--- config.mk ---
export PLATFORM = sky130hd
export DESIGN_NAME = multicycle_ctrl
export DESIGN_NICKNAME = d
export VERILOG_FILES = /design/src/rtl/mips_ctrl_pkg.sv /design/src/rtl/wait_counter.sv /design/src/rtl/multicycle_ctrl.sv
export SDC_FILE = /design/constraint.sdc
export NUM_CORES = 1
export LEC_CHECK = 0
export BUFFER_PORTS_ARGS = -buffer_cell sky130_fd_sc_hd__buf_2
export CAP_MARGIN = 15
export CORE_MARGIN = 1.5
export CORE_UTILIZATION = 35
export CTS_CLUSTER_SIZE = 8
export DETAILED_ROUTE_END_ITERATION = 8
export PLACE_DENSITY = 0.64
export SYNTH_ARGS = -nofsm -noshare
export SYNTH_HDL_FRONTEND = slang
export SYNTH_HIERARCHICAL = 1
export SYNTH_SLANG_ARGS = --single-unit
--- constraint.sdc ---
create_clock -name clk -period 2.8 [get_ports clk]
set_input_delay 0.42 -clock clk [delete_from_list [all_inputs] [get_ports clk]]
set_output_delay 0.42 -clock clk [all_outputs]
set_load 0.05 [all_outputs]
--- src/rtl/mips_ctrl_pkg.sv ---
// Shared definitions for the multicycle MIPS control unit: state encodings, opcodes, ALU classes, datapath control word.
// Latency: n/a (types and pure functions only).
// Backpressure: n/a.
package mips_ctrl_pkg;

   typedef enum logic [3:0] {
      ST_FETCH  = 4'd0,
      ST_DECODE = 4'd1,
      ST_MEMADR = 4'd2,
      ST_MEMRD  = 4'd3,
      ST_MEMWB  = 4'd4,
      ST_MEMWR  = 4'd5,
      ST_EXEC_R = 4'd6,
      ST_RWB    = 4'd7,
      ST_EXEC_I = 4'd8,
      ST_IWB    = 4'd9,
      ST_BRANCH = 4'd10,
      ST_HALT   = 4'd11,
      ST_JUMP   = 4'd12
   } state_e;

   localparam logic [5:0] OP_RTYPE = 6'b000000;
   localparam logic [5:0] OP_LW    = 6'b100011;
   localparam logic [5:0] OP_SW    = 6'b101011;
   localparam logic [5:0] OP_ADDI  = 6'b001000;
   localparam logic [5:0] OP_SLTI  = 6'b001010;
   localparam logic [5:0] OP_ANDI  = 6'b001100;
   localparam logic [5:0] OP_ORI   = 6'b001101;
   localparam logic [5:0] OP_BEQ   = 6'b000100;
   localparam logic [5:0] OP_BNE   = 6'b000101;
   localparam logic [5:0] OP_BGTZ  = 6'b000111;
   localparam logic [5:0] OP_J     = 6'b000010;

   localparam logic [1:0] ALU_ADD   = 2'b00;
   localparam logic [1:0] ALU_SUB   = 2'b01;
   localparam logic [1:0] ALU_FUNCT = 2'b10;
   localparam logic [1:0] ALU_IMM   = 2'b11;

   typedef struct packed {
      logic       pc_write;
      logic       pc_write_cond;
      logic       i_or_d;
      logic       mem_read;
      logic       mem_write;
      logic       ir_write;
      logic       mem_to_reg;
      logic       reg_dst;
      logic       reg_write;
      logic       alu_src_a;
      logic [1:0] alu_src_b;
      logic [1:0] alu_op;
      logic [1:0] pc_source;
   } ctl_t;

   // ALU class for the I-type ops; addi is a plain add, the others need the immediate-op class.
   function automatic logic [1:0] imm_alu_class(input logic [5:0] op);
      logic [1:0] cls;
      cls = ALU_ADD;
      if (op == OP_SLTI || op == OP_ANDI || op == OP_ORI) cls = ALU_IMM;
      return cls;
   endfunction

   // Per-state control word. FETCH reports pc_write/ir_write as "armed"; the top gates them with MemReady.
   function automatic ctl_t ctl_decode(input state_e st, input logic [1:0] imm_cls);
      ctl_t c;
      c = '0;
      case (st)
         ST_FETCH: begin
            c.mem_read  = 1'b1;
            c.ir_write  = 1'b1;
            c.pc_write  = 1'b1;
            c.alu_src_b = 2'b01;
         end
         ST_DECODE: c.alu_src_b = 2'b11;
         ST_MEMADR: begin
            c.alu_src_a = 1'b1;
            c.alu_src_b = 2'b10;
         end
         ST_MEMRD: begin
            c.mem_read = 1'b1;
            c.i_or_d   = 1'b1;
         end
         ST_MEMWB: begin
            c.reg_write  = 1'b1;
            c.mem_to_reg = 1'b1;
         end
         ST_MEMWR: begin
            c.mem_write = 1'b1;
            c.i_or_d    = 1'b1;
         end
         ST_EXEC_R: begin
            c.alu_src_a = 1'b1;
            c.alu_op    = ALU_FUNCT;
         end
         ST_RWB: begin
            c.reg_write = 1'b1;
            c.reg_dst   = 1'b1;
         end
         ST_EXEC_I: begin
            c.alu_src_a = 1'b1;
            c.alu_src_b = 2'b10;
            c.alu_op    = imm_cls;
         end
         ST_IWB: c.reg_write = 1'b1;
         ST_BRANCH: begin
            c.alu_src_a     = 1'b1;
            c.alu_op        = ALU_SUB;
            c.pc_write_cond = 1'b1;
            c.pc_source     = 2'b01;
         end
         ST_JUMP: begin
            c.pc_write  = 1'b1;
            c.pc_source = 2'b10;
         end
         default: ;
      endcase
      return c;
   endfunction

endpackage

--- src/rtl/wait_counter.sv ---
// Saturating wait-cycle counter for memory handshakes; done flags the cycle in which the count reaches WAIT_LIMIT.
// Latency: done is combinational from the current count and en; count updates on the next clk edge.
// Backpressure: none; clr has priority over en.
// Ports: clk, rst_n (async active-low), clr (restart at 0), en (count this cycle), done (limit reached this cycle).
module wait_counter #(
   parameter int WAIT_LIMIT = 15
) (
   input  logic clk,
   input  logic rst_n,
   input  logic clr,
   input  logic en,
   output logic done
);

   localparam int CW = $clog2(WAIT_LIMIT + 1);
   localparam logic [CW-1:0] LIMIT = CW'(WAIT_LIMIT);
   localparam logic [CW-1:0] LAST  = CW'(WAIT_LIMIT - 1);

   logic [CW-1:0] cnt_q, cnt_d;

   // The counter holds the number of waits already seen, so the edge that would make it WAIT_LIMIT is the timeout edge.
   assign done = en && (cnt_q >= LAST);

   always_comb begin
      cnt_d = cnt_q;
      if (clr)                        cnt_d = '0;
      else if (en && cnt_q != LIMIT)  cnt_d = cnt_q + CW'(1);
   end

   always_ff @(posedge clk or negedge rst_n) begin
      if (!rst_n) cnt_q <= '0;
      else        cnt_q <= cnt_d;
   end

endmodule

--- src/rtl/multicycle_ctrl.sv ---
// Moore control FSM for a multicycle MIPS datapath with memory wait timeout and illegal-opcode detection.
// Latency: one state per clk; FETCH/MEMRD/MEMWR stall until MemReady, HALT after WAIT_LIMIT unanswered cycles.
// Backpressure: MemReady gates leaving the memory states; HALT is left only through rst_n.
// Ports: clk, rst_n; Op (sampled in DECODE), MemReady; datapath enables/selects; State (debug); IllegalOp, Timeout.
// Build option: define JUMP_EN to decode Op 000010 as a jump; otherwise it is treated as illegal.
module multicycle_ctrl
   import mips_ctrl_pkg::*;
#(
   parameter int WAIT_LIMIT = 15
) (
   input  logic       clk,
   input  logic       rst_n,
   input  logic [5:0] Op,
   input  logic       MemReady,
   output logic       PCWrite,
   output logic       PCWriteCond,
   output logic       IorD,
   output logic       MemRead,
   output logic       MemToWrite,
   output logic       IRWrite,
   output logic       MemToReg,
   output logic       RegDst,
   output logic       RegToWrite,
   output logic       ALUSrcA,
   output logic [1:0] ALUSrcB,
   output logic [1:0] AluOp,
   output logic [1:0] PCSource,
   output logic [3:0] State,
   output logic       IllegalOp,
   output logic       Timeout
);

   state_e     state_q, state_d;
   logic [5:0] op_q, op_d;
   logic       illegal_q, illegal_d;
   logic       timeout_q, timeout_d;
   logic       cnt_en, cnt_clr, wait_done;
   ctl_t       ctl;

   // Counting only while a memory state is stalled; any state change restarts the count.
   assign cnt_en  = (state_q == ST_FETCH || state_q == ST_MEMRD || state_q == ST_MEMWR) && !MemReady;
   assign cnt_clr = (state_d != state_q);

   wait_counter #(.WAIT_LIMIT(WAIT_LIMIT)) u_wait (
      .clk   (clk),
      .rst_n (rst_n),
      .clr   (cnt_clr),
      .en    (cnt_en),
      .done  (wait_done)
   );

   always_comb begin
      state_d   = state_q;
      op_d      = op_q;
      illegal_d = 1'b0;
      case (state_q)
         ST_FETCH: begin
            if (MemReady)       state_d = ST_DECODE;
            else if (wait_done) state_d = ST_HALT;
         end
         ST_DECODE: begin
            op_d = Op;
            case (Op)
               OP_RTYPE:                   state_d = ST_EXEC_R;
               OP_LW, OP_SW:               state_d = ST_MEMADR;
               OP_ADDI, OP_SLTI,
               OP_ANDI, OP_ORI:            state_d = ST_EXEC_I;
               OP_BEQ, OP_BNE, OP_BGTZ:    state_d = ST_BRANCH;
`ifdef JUMP_EN
               OP_J:                       state_d = ST_JUMP;
`endif
               default: begin
                  state_d   = ST_FETCH;
                  illegal_d = 1'b1;
               end
            endcase
         end
         ST_MEMADR: state_d = (op_q == OP_SW) ? ST_MEMWR : ST_MEMRD;
         ST_MEMRD: begin
            if (MemReady)       state_d = ST_MEMWB;
            else if (wait_done) state_d = ST_HALT;
         end
         ST_MEMWR: begin
            if (MemReady)       state_d = ST_FETCH;
            else if (wait_done) state_d = ST_HALT;
         end
         ST_EXEC_R: state_d = ST_RWB;
         ST_EXEC_I: state_d = ST_IWB;
         ST_HALT:   state_d = ST_HALT;
         default:   state_d = ST_FETCH;
      endcase
      timeout_d = (state_d == ST_HALT);
   end

   always_ff @(posedge clk or negedge rst_n) begin
      if (!rst_n) begin
         state_q   <= ST_FETCH;
         op_q      <= '0;
         illegal_q <= 1'b0;
         timeout_q <= 1'b0;
      end else begin
         state_q   <= state_d;
         op_q      <= op_d;
         illegal_q <= illegal_d;
         timeout_q <= timeout_d;
      end
   end

   // FETCH only commits the instruction and PC in the cycle memory answers.
   // Forcing the word to zero under reset keeps MemRead quiet while state already reads FETCH.
   always_comb begin
      ctl = ctl_decode(state_q, imm_alu_class(op_q));
      if (state_q == ST_FETCH) begin
         ctl.pc_write = MemReady;
         ctl.ir_write = MemReady;
      end
      if (!rst_n) ctl = '0;
   end

   assign PCWrite     = ctl.pc_write;
   assign PCWriteCond = ctl.pc_write_cond;
   assign IorD        = ctl.i_or_d;
   assign MemRead     = ctl.mem_read;
   assign MemToWrite  = ctl.mem_write;
   assign IRWrite     = ctl.ir_write;
   assign MemToReg    = ctl.mem_to_reg;
   assign RegDst      = ctl.reg_dst;
   assign RegToWrite  = ctl.reg_write;
   assign ALUSrcA     = ctl.alu_src_a;
   assign ALUSrcB     = ctl.alu_src_b;
   assign AluOp       = ctl.alu_op;
   assign PCSource    = ctl.pc_source;
   assign State       = state_q;
   assign IllegalOp   = illegal_q;
   assign Timeout     = timeout_q;

endmodule

---- Word-level counts from Yosys, hierarchy flattened ----
Cells that the tools add are included.
word-level totals
  register bits after elaboration ......... 16
  output and inout bits ................... 22
cells by class
  add/sub/neg operators ................... 1
  order comparisons ....................... 1
  equality and inequality tests ........... 28
  mux-type cells .......................... 27
  reductions and logical operators ........ 20
operators with widths
  operator             number
  $eq 6x4->1 const B   7
  $pmux 4 s8           1
  $eq 4x4->1 const B   6
  $mux 4               6
  $eq 6x3->1 const B   3
  $eq 6x6->1 const B   3
  $eq 4x3->1 const B   4
  $mux 16              1
  $pmux 4 s4           1
  $mux 1               13
  $pmux 2 s3           2
  $reduce_or 10->1     1
  $eq 4x2->1 const B   2
  $reduce_or 2->1      4
  $reduce_or 4->1      2
  $logic_not 6->1      1
  $reduce_or 3->1      2
  $add 4x1->4 const B  1
  $eq 4x1->1 const B   1
  $ge 4x4->1 const B   1
  $logic_not 4->1      1
  $logic_or 1x1->1     4
  $ne 4x4->1           1
  $ne 4x4->1 const B   1
  other kinds (6)      8

---- Longest topological paths before layout ----
Gate-level depths: netlist of run 1.
  depth in word-level cells ............... 10
  gate-level depth with buffers ........... 12
  gate-level depth less buffers ........... 11

---- Modules after synthesis ----
The synthesis of run 1 kept the hierarchy.
by module, submodules not included
  module           instances  cells an instance  area an instance (um^2)  sequential area each (um^2)
  multicycle_ctrl  1          126                1,037.2                  300.3
  wait_counter     1          23                 261.5                    100.1

---- Least setup slack after synthesis of run 1 ----
No wires, ideal clock.
  path kind ............................... register to output
  from .................................... register state_q[1], in the netlist State[1]
  to ...................................... output port PCSource[0]
  arrival ................................. 3.212 ns
  data required time ...................... 2.380 ns
  path slack .............................. -0.832 ns
  stages on the path, launching flop included .. 5
  path buffers ............................ 3
  cells stage by stage .................... dfrtp_1 > buf_2 > buf_2 > nor4bb_1 > buf_4
between the ends
  word-level cells in the longest chain between the ends .. 3
  elaborated cells on any way between the ends .. 4
  those cells by class .................... 2 x eq/ne; 2 x mux
ends and longest elaborated chain
  what                    RTL line                RTL
  from (decl)             multicycle_ctrl.sv:33   state_e state_q, state_d;
  from (signal assigned)  multicycle_ctrl.sv:102  state_q <= state_d;
  $eq 4x4->1              mips_ctrl_pkg.sv:67     case (st)
  $pmux 2 s2 *            mips_ctrl_pkg.sv:67
  $mux 16 *               multicycle_ctrl.sv:117  if (!rst_n) ctl = '0;
  to (decl)               multicycle_ctrl.sv:27   output logic [1:0] PCSource,
Every way passes the cells marked *; elsewhere a longest branch is shown, timed or not.

---- Worst setup path in the final report of run 1 ----
  from .................................... register state_q[2], in the netlist State[2]
  to ...................................... register u_wait.cnt_q[0]
between the ends
  word-level cells in the longest chain between the ends .. 10
  elaborated cells on any way between the ends .. 21
  those cells by class .................... 8 x eq/ne; 6 x mux; 7 x reduce/logical
ends and longest elaborated chain
  what                                           RTL line                                                             RTL
  $eq 4x2->1 or $logic_not 4->1 (tied branches)  multicycle_ctrl.sv:41                                                assign cnt_en = (state_q == ST_FETCH || state_q == ST_MEMRD || state_q == ST_MEMWR) && !MemReady;
  $logic_or 1x1->1                               multicycle_ctrl.sv:41
  $logic_or 1x1->1 *                             multicycle_ctrl.sv:41
  $logic_and 1x1->1 *                            multicycle_ctrl.sv:41
  via cnt_en                                     multicycle_ctrl.sv:37                                                logic cnt_en, cnt_clr, wait_done;
  $logic_and 1x1->1 *                            wait_counter.sv:22                                                   assign done = en && (cnt_q >= LAST);
  via wait_done                                  multicycle_ctrl.sv:37
  $mux 4 *                                       multicycle_ctrl.sv:59, multicycle_ctrl.sv:81, multicycle_ctrl.sv:85
  $mux 4 (on tied branches)                      multicycle_ctrl.sv:84, multicycle_ctrl.sv:58, multicycle_ctrl.sv:80
  $pmux 4 s8 *                                   multicycle_ctrl.sv:56                                                case (state_q)
  $ne 4x4->1 *                                   multicycle_ctrl.sv:42                                                assign cnt_clr = (state_d != state_q);
  via cnt_clr                                    multicycle_ctrl.sv:37
  $mux 4 or $reduce_bool 2->1 (tied branches)    -
  to (signal assigned)                           wait_counter.sv:32                                                   else cnt_q <= cnt_d;
  to (decl)                                      wait_counter.sv:19                                                   logic [CW-1:0] cnt_q, cnt_d;
The timed path passes the listed nets; every way through them passes the cells marked *.
A chain may end at the register's enable or synchronous reset.

==> results.toml, run 1 <==
[place]
dp_slack_ns = 0.2248
dpl.cell_count = 221
hpwl_um = 2296
portBuffers = 30
place_congestion = 0.7827

[outcome]
status = "finished clean"

[setup_path]
crit_type = "flip-flop to flip-flop"
cp.required_ns = 2.93
start_kind = "flip-flop"
crit_family = "simple AND/OR/NAND/NOR gates"
crit_arrival_ns = 2.67
cp_slowest_cell = "dfrtp_2"
worstPathCellList = "nor2b_1 > or2_2 > a21oi_1 > nor3_2 > o2111a_2 > nor2_1 > o21ai_0 > nand2_1 > a21oi_2 > nor2_1 > mux2_4"
slowest_delay_ns = 0.43
cp_common_cell = "nor2_1"
crit_path_max_fanout = 6
endpoint_kind = "flip-flop"
critPathBufInv = 0

[grt]
grt_usage_pct = 15.65
antenna_found_initial = 0
grt_max_degree = 23
grt_pass1_wl_um = 5106
grt_overflow = 0
grt_pass1_vias = 1095

[synthesis]
synth_most_common_cell = "nor2_1"
syn_inst = 149
synth.area.top_cells = "dfrtp_1 (31%), mux2_2 (6.1%), nor2_1 (5.2%), nor3_1 (3.5%), nand2b_1 (2.9%)"
yosysTopAreaCell = "dfrtp_1"
yosysUniqueCellTypes = 53
yosysSeqAreaShare_pct = 30.83
synth_xor_area_share_pct = 1.349
syn-cell-area_mm2 = 0.001299
ys_ff_latch = 16
synth_compound_area_share_pct = 18.59
synth_nets = 160
async_reset_ff_share_pct = 100.0
synth_simple_gate_area_share_pct = 33.04
synthFlopType = "dfrtp_1"
synthAdderAreaFrac_pct = 1.927
synth.area.mux_share_pct = 8.382
synth.avg_cell_area_um2 = 8.716
synth_top_cell_area_share_pct = 30.83
synth_top_family_by_area = "simple AND/OR/NAND/NOR gates"
synth_edf_count = 0
synthTopCellsByCount = "nor2_1 (18), dfrtp_1 (16), nand2_1 (9), nor3_1 (9)"
yosys_warnings = 6

[timing]
fmax_mhz = 394.0
fin_crit_sh_pct = 90.65
hold_viol = 0
slew_viol_final = 0
worst_slew_pin_slew_ns = 0.4139
finalSetupViolations = 0
layout_min_cycle_time_ns = 2.538
worst_slack_ns = 0.2619
maxSlewHeadroom_pct = 72.31
rsz0062_at_grt = "false"
finClkSkew_ns = 0.002426

[routing]
firstDrtPassIters = 4
met3WireLength_um = 177
wl_met1_um = 1370
ant_nets = 0
viasPerCell = 5.420
drtIter0Drc = 68
drc = 0
met2_wirelength_um = 1388
top_layer = "met4"
via_count = 1225
routed_wl_um = 2955
drt-wirelength-per-cell_um = 13.08

[floorplan]
core_area_mm2 = 0.003442
die_h_um = 63.92
die_x_um = 63.92
start_util_pct = 37.73
fp.dieArea_mm2 = 0.004085
num_io_pins = 31
rows = 21

[final_layout]
syn_to_final_growth_pct = 20.91
fin_nets = 192
fin_util_pct = 45.62
layout-drive-gt1-share_pct = 36.67
diodes = 0
post_layout_nonfiller_instances = 226

[cts]
root_buffer = "clkbuf_8"
cts_buffers = 3
cts.reportedPaths.clkPinSlew_ns = 0.06
h-tree-depth = 1
worstSkewPairLatency_ns = 0.24
max-clock-path-buffers = 2
clock_sink_count = 16
cts_tree = "done"

[hold_path]
hp-class = "input pin to asynchronous set/reset pin"

[job]
cap_violations = 0

[power]
cellLeakagePower_nw = 0.7132
ir_worst_vdd_mv = 0.3229
p_per_area_mw_per_mm2 = 917.5
## sequential cells by signal (all words and copies together) (netlist names)
| register | count |
|---|---|
| IllegalOp | 1 |
| State | 4 |
| Timeout | 1 |
| op_q | 6 |
| u_wait/cnt_q | 4 |
## power breakdown
group | internal [mW] | switching (mW) | leakage, nW
combinational | 0.326 | 0.574 | 0.486
clock | 0.101 | 0.0731 | 0.0228
sequential | 0.309 | 0.0590 | 0.204
## metrics by stage
stage          setup TNS, ns  total power [mW]  instance area [um^2]  hold slack [ns]
3_5_place_dp               0             1.266                  1516           0.2862
2_1_floorplan        -0.2256             1.084                  1321           0.1244
3_3_place_gp               0             1.250                  1516           0.2846
4_1_cts                    0             1.445                  1562          0.02093
5_1_grt                    0             1.548                  1570          0.01620
6_report                   0             1.441                  1570          0.02501
## cell type report
type	instances	area, um^2
Fill cell	332	1872
Clock buffer	4	45.04
Timing Repair Buffer	37	202.7
Sequential cell	16	401.6
Inverter	5	18.77
Multi-Input combinational cell	118	844.6
Tap cell	46	57.56
## final timing paths
kind | start | endpoint | cells after the start | slack, ns
worst max register to register | State[2] | u_wait/cnt_q[0] | 11 | 0.26
worst max-delay path | State[2] | u_wait/cnt_q[0] | 11 | 0.26
worst min-delay path | rst_n | State[0] | 1 | 0.03
worst min register to register | op_q[4] | op_q[4] | 1 | 0.51
max in group asynchronous | rst_n | u_wait/cnt_q[0] | 2 | 2.33
min in group clk | Op[3] | op_q[3] | 2 | 0.48
## worst register-to-register path, cell delays in order, from the launching register on
cell and delay [ns]:
dfrtp_2 0.43, nor2b_1 0.20, or2_2 0.16, a21oi_1 0.07, nor3_2 0.27, o2111a_2 0.31, nor2_1 0.09, o21ai_0 0.17
nand2_1 0.09, a21oi_2 0.28, nor2_1 0.08, mux2_4 0.27
## cell usage in the layout (no fill, tap or decap), types with 2 or more instances in the layout
cell type and instances:
or2_2 3, clkbuf_8 3, o31ai_1 2, nor2b_1 6
buf_4 7, inv_1 4, a31oi_1 2, nor2_1 18
nor3_1 8, a22oi_1 2, a21oi_1 5, ha_1 2
a211oi_1 4, nand3_1 3, nor3b_1 3, o21ai_0 5
nand2b_1 6, dfrtp_1 15, nor3_2 2, buf_2 30
mux2_4 2, nand2_1 9, mux2_2 7
## timing repair
item,CTS,global route
setup buffers,0,1
setup endpoints to repair,0,2
hold buffers,0,0
resized for setup,0,1
## kinds of logic (layout without fill, tap and decap cells)
group	count (synthesis)	after routing
compound gates	32	32
xor+xnor	2	2
fa+ha+maj	2	2
buf+inv	15	46
flops	16	16
mux	9	9
simple gates	73	73
## per-layer routing
| layer | up-vias | track usage (%) |
|---|---|---|
| met5 | - | 0 |
| met4 | 0 | 4.891 |
| li1 | 609 | - |
| met1 | 573 | 20.84 |
| met2 | 41 | 26.04 |
| met3 | 2 | 2.289 |
(Power assumes the default switching activity.)
==> run 2: changes to the inputs <==
Settings changed: BUFFER_PORTS_ARGS -buffer_cell sky130_fd_sc_hd__buf_2 to unset, CTS_CLUSTER_DIAMETER set to 40, DONT_BUFFER_PORTS set to 1, PLACE_DENSITY 0.64 to 0.57.
==> run 2 against run 1 <==
Sequential cell count unchanged. Maximum frequency down 0.71%. Critical endpoint unchanged. Hold slack improved by 0.26 ns. Via count is 3.4% lower. Cell count is 7.5% lower. Largest cell class unchanged. Final area decreased by 1.7%. First-iteration DRC count fell by 31%. Critical path type unchanged.
==> results.toml, run 2 (synthesized netlist as in run 1, its figures left out) <==
[cts]
cts_buffers = 3
max-clock-path-buffers = 2
cts_tree = "done"
clock_sink_count = 16
cts.reportedPaths.clkPinSlew_ns = 0.07
worstSkewPairLatency_ns = 0.25
root_buffer = "clkbuf_8"
post_cts_buffers = 0
h-tree-depth = 1

[routing]
drc = 0
ant_nets = 0
drt-wirelength-per-cell_um = 14.58
drtIter0Drc = 47
routed_wl_um = 3047
firstDrtPassIters = 4
via_count = 1183
viasPerCell = 5.660

[grt]
grt_max_degree = 23
grt_pass1_wl_um = 5292
antenna_found_initial = 0
grt_overflow = 0
grt_usage_pct = 16.16
grt_pass1_vias = 1170

[setup_path]
cp_slowest_cell = "dfrtp_2"
cp.required_ns = 2.93
r2r_end = "u_wait/cnt_q[0]"
crit_type = "flip-flop to flip-flop"
crit_arrival_ns = 2.69
rrSetupSlack_ns = 0.24
endpoint_kind = "flip-flop"
slowest_delay_ns = 0.48
critPathBufInv = 0
crit_end = "u_wait/cnt_q[0]"
worstPathCellList = "nor2b_1 > or2_2 > a21oi_1 > nor3_2 > o2111a_1 > nor2_1 > o21ai_0 > nand2_1 > a21oi_2 > nor2_1 > mux2_4"
crit_path_max_fanout = 12
cp_common_cell = "nor2_1"
rr_worst_depth = 11
critical_path_depth = 11
start_kind = "flip-flop"
crit_family = "compound AO/OA/AOI/OAI gates"
worstReg2RegStart = "State[1]"
worstSetupStartpoint = "State[1]"

[power]
p_per_area_mw_per_mm2 = 949.6
ir_worst_vdd_mv = 0.3879
cellLeakagePower_nw = 0.6492
power_mw = 1.466

[timing]
hold_viol = 0
rsz0062_at_grt = "false"
finalSetupViolations = 0
fin_crit_sh_pct = 91.30
finClkSkew_ns = 0.002306
worst_slew_pin_slew_ns = 0.7604
layout_min_cycle_time_ns = 2.556
slew_viol_final = 0
maxSlewHeadroom_pct = 49.14
fmax_mhz = 391.2

[hold_path]
hp-class = "input pin to flip-flop"

[place]
place_congestion = 0.7494
hpwl_um = 2209
portBuffers = 0
placed_area_mm2 = 0.001478

[floorplan]
die_x_um = 63.92
fp.dieArea_mm2 = 0.004085
rows = 21
start_util_pct = 37.73
num_io_pins = 31
die_h_um = 63.92
core_area_mm2 = 0.003442

[final_layout]
fin_area_mm2 = 0.001544
largest_reg_flops = 6
layout-drive-gt1-share_pct = 30.67
layout_common_cells = "buf_4 (19), nor2_1 (18), dfrtp_1 (14)"
fill_cells = 343
syn_to_final_growth_pct = 18.88
final_common_cell = "buf_4"
largest_register = "op_q"
fin_nets = 175
diodes = 0

[outcome]
status = "finished clean"

[job]
cap_violations = 0
## run 2: cell count changes in the layout (fill, tap and decap cells not counted), sizes merged
cell,change
buf,-18
dlygate4sd3,+1
## run 2: stage by stage
step	TNS [ns]	instances	utilization (%)	setup slack, ns	hold WS (ns)
global placement	0	204	42.93	0.3290	0.1250
global route	0	209	44.86	0.0007825	0.3006
CTS	0	209	44.82	0.1506	0.2939
detailed placement	0	204	42.93	0.1658	0.1250
finish	0	209	44.86	0.2436	0.2894
floorplan	-0.2256	149	-	-0.2256	0.1244
## run 2: routing by layer
layer	vias to the layer above	share of wire, %	GRT usage (%)
met5	-	0	0
met2	34	47	26.95
met1	570	45	21.02
met4	0	0.56	2.446
li1	575	-	-
met3	4	7.2	4.754
## run 2: timing repair
item | 4_1_cts | 5_1_grt
setup endpoints to repair | 0 | 2
hold buffers | 1 | 0
hold endpoints to repair | 16 | 0
resized for setup | 0 | 1
## run 2: worst min-delay path by stage
stage          slack [ns]        end     start  depth (start not counted)
5_1_grt              0.30   State[0]  MemReady                          1
3_5_place_dp         0.13    op_q[4]     rst_n                          0
4_1_cts              0.29   State[0]  MemReady                          1
6_report             0.29   State[0]  MemReady                          1
3_3_place_gp         0.12    op_q[3]     rst_n                          0
2_1_floorplan        0.12  IllegalOp     rst_n                          0
## run 2: power breakdown
part	total, mW	switching [mW]	leakage [nW]	internal, mW
logic	0.853	0.533	0.418	0.320
registers	0.407	0.0983	0.203	0.309
clock network	0.206	0.0811	0.0288	0.125
## run 2: cell type report
cell class | count | area (um^2) | share of cell area, %
Tap cell | 46 | 57.56 | 3.728
Inverter | 5 | 18.77 | 1.216
Multi-Input combinational cell | 118 | 857.1 | 55.51
Sequential cell | 16 | 402.9 | 26.09
Clock buffer | 4 | 55.05 | 3.566
Timing Repair Buffer | 20 | 152.6 | 9.887
==> run 3: changes to the inputs <==
Settings changed: PLACE_DENSITY 0.57 to 0.55.
Clock period 2.8 ns to 3.1 ns, I/O delays scaled along.
==> run 3 against run 2 <==
Setup slack improved by 0.099 ns. Critical endpoint is now u_wait/cnt_q[1]. Die area is the same. Clock skew rose by 0.0015 ns. Combinational power decreased by 8.7%.
==> results.toml, run 3 (synthesized netlist as in run 1, its figures left out) <==
[outcome]
status = "finished clean"

[power]
swShare_pct = 48.82
combPwrFrac_pct = 59.1
cellLeakagePower_nw = 0.6502
p_per_area_mw_per_mm2 = 860.8
ir_worst_vdd_mv = 0.3377
p_switching_uw = 644.2
seq_power_share_pct = 26.9
power_mw = 1.319
p_int_uw = 675.2
p_clk_share_pct = 14.1

[place]
placed_area_mm2 = 0.001468
portBuffers = 0
hpwl_um = 2248
place_congestion = 0.7070

[timing]
rsz0062_at_grt = "false"
layout_min_cycle_time_ns = 2.758
finClkSkew_ns = 0.003845
slew_viol_final = 0
maxSlewHeadroom_pct = 49.51
worst_slew_pin_slew_ns = 0.7549
fin_crit_sh_pct = 88.96
hold_viol = 0
finalSetupViolations = 0
fmax_mhz = 362.6
whs_ns = 0.3449
tns_ns = 0

[setup_path]
crit_family = "compound AO/OA/AOI/OAI gates"
slowest_delay_ns = 0.48
endpoint_kind = "flip-flop"
crit_arrival_ns = 2.89
worstPathCellList = "nor2b_1 > or2_2 > a21oi_1 > nor3_1 > o2111a_1 > nor2_1 > o21ai_0 > nand2_1 > a21oi_1 > nor2b_1 > mux2_4"
start_kind = "flip-flop"
cp.required_ns = 3.24
critPathBufInv = 0
cp_slowest_cell = "dfrtp_1"
crit_path_max_fanout = 10
crit_type = "flip-flop to flip-flop"

[job]
cap_violations = 0

[final_layout]
fin_area_mm2 = 0.001533
largest_reg_flops = 6
largest_register = "op_q"
final_common_cell = "buf_4"
layout_common_cells = "buf_4 (19), nor2_1 (18), dfrtp_1 (16)"
fin_util_pct = 44.53
fin_nets = 175
syn_to_final_growth_pct = 18.02
layout-drive-gt1-share_pct = 28.22
diodes = 0

[cts]
max-clock-path-buffers = 2
cts_buffers = 3
root_buffer = "clkbuf_8"
h-tree-depth = 1
post_cts_buffers = 0
worstSkewPairLatency_ns = 0.25
cts.reportedPaths.clkPinSlew_ns = 0.07
cts_tree = "done"
clock_sink_count = 16

[routing]
drt-wirelength-per-cell_um = 14.96
via_count = 1184
drc = 0
routed_wl_um = 3127
viasPerCell = 5.665
ant_nets = 0
drtIter0Drc = 40
firstDrtPassIters = 4

[grt]
grt_overflow = 0
grt_usage_pct = 16.10
antenna_found_initial = 0
grt_pass1_vias = 1052
grt_max_degree = 23
grt_pass1_wl_um = 5181

[floorplan]
die_h_um = 63.92
core_area_mm2 = 0.003442
fp.dieArea_mm2 = 0.004085
rows = 21
die_x_um = 63.92
start_util_pct = 37.73
num_io_pins = 31

[hold_path]
hp-class = "input pin to flip-flop"
==> run 3: changes by cell type in the layout (fill, tap and decap cells not counted) <==
cell | previous run | this run
a21oi_2 | 1 | 0
a21oi_1 | 5 | 6
nor3_1 | 8 | 9
dfrtp_1 | 14 | 16
dfrtp_2 | 2 | 0
nor3_2 | 2 | 1
==> run 3: worst reg2reg max path, delay by kind of cell (launching register included) <==
family	cells	cell delay [ns]
simple gates	6	0.91
compound gates	4	0.98
mux	1	0.29
flops	1	0.48
==> run 3: layout make-up <==
class	count	area, um^2
Fill cell	335	1909
Multi-Input combinational cell	118	848.3
Clock buffer	4	55.05
Tap cell	46	57.56
Timing Repair Buffer	20	152.6
Inverter	5	18.77
Sequential cell	16	400.4
==> run 3: power groups by stage <==
stage,Combinational (mW),Sequential (mW),Clock (mW)
global placement,0.761,0.353,0
finish,0.779,0.354,0.186
global route,0.847,0.363,0.201
CTS,0.783,0.354,0.193
detailed placement,0.774,0.359,0
floorplan,0.569,0.402,0
==> run 3: per-layer routing <==
metal	wire length (um)	up-vias	share of wire [%]	global-route usage, %
met3	233	4	7.5	3.521
li1	-	574	-	-
met2	1427	45	46	25.91
met4	26	0	0.83	4.891
met5	0	-	0	0
met1	1440	561	46	21.47
==> run 3: timing repair <==
action,in CTS,in global routing
hold buffers,1,0
gates resized for setup,0,0
endpoints found under the hold margin,16,0
==> run 3: final timing paths <==
path / start / to / slack [ns] / cells past startpoint
hold reg to reg: op_q[4] / op_q[4] / 0.50 / 1
hold / removal: MemReady / State[0] / 0.34 / 1
setup reg to reg: State[1] / u_wait/cnt_q[1] / 0.34 / 11
setup / recovery: State[1] / u_wait/cnt_q[1] / 0.34 / 11
max in group asynchronous: rst_n / op_q[4] / 1.90 / 1
min in group asynchronous: rst_n / op_q[2] / 0.73 / 1
==> run 3: metrics by stage <==
step | worst slack, ns | cells
6_report | 0.3422 | 209
3_3_place_gp | 0.5337 | 204
3_5_place_dp | 0.4060 | 204
5_1_grt | 0.05427 | 209
2_1_floorplan | 0.02939 | 149
4_1_cts | 0.3787 | 209
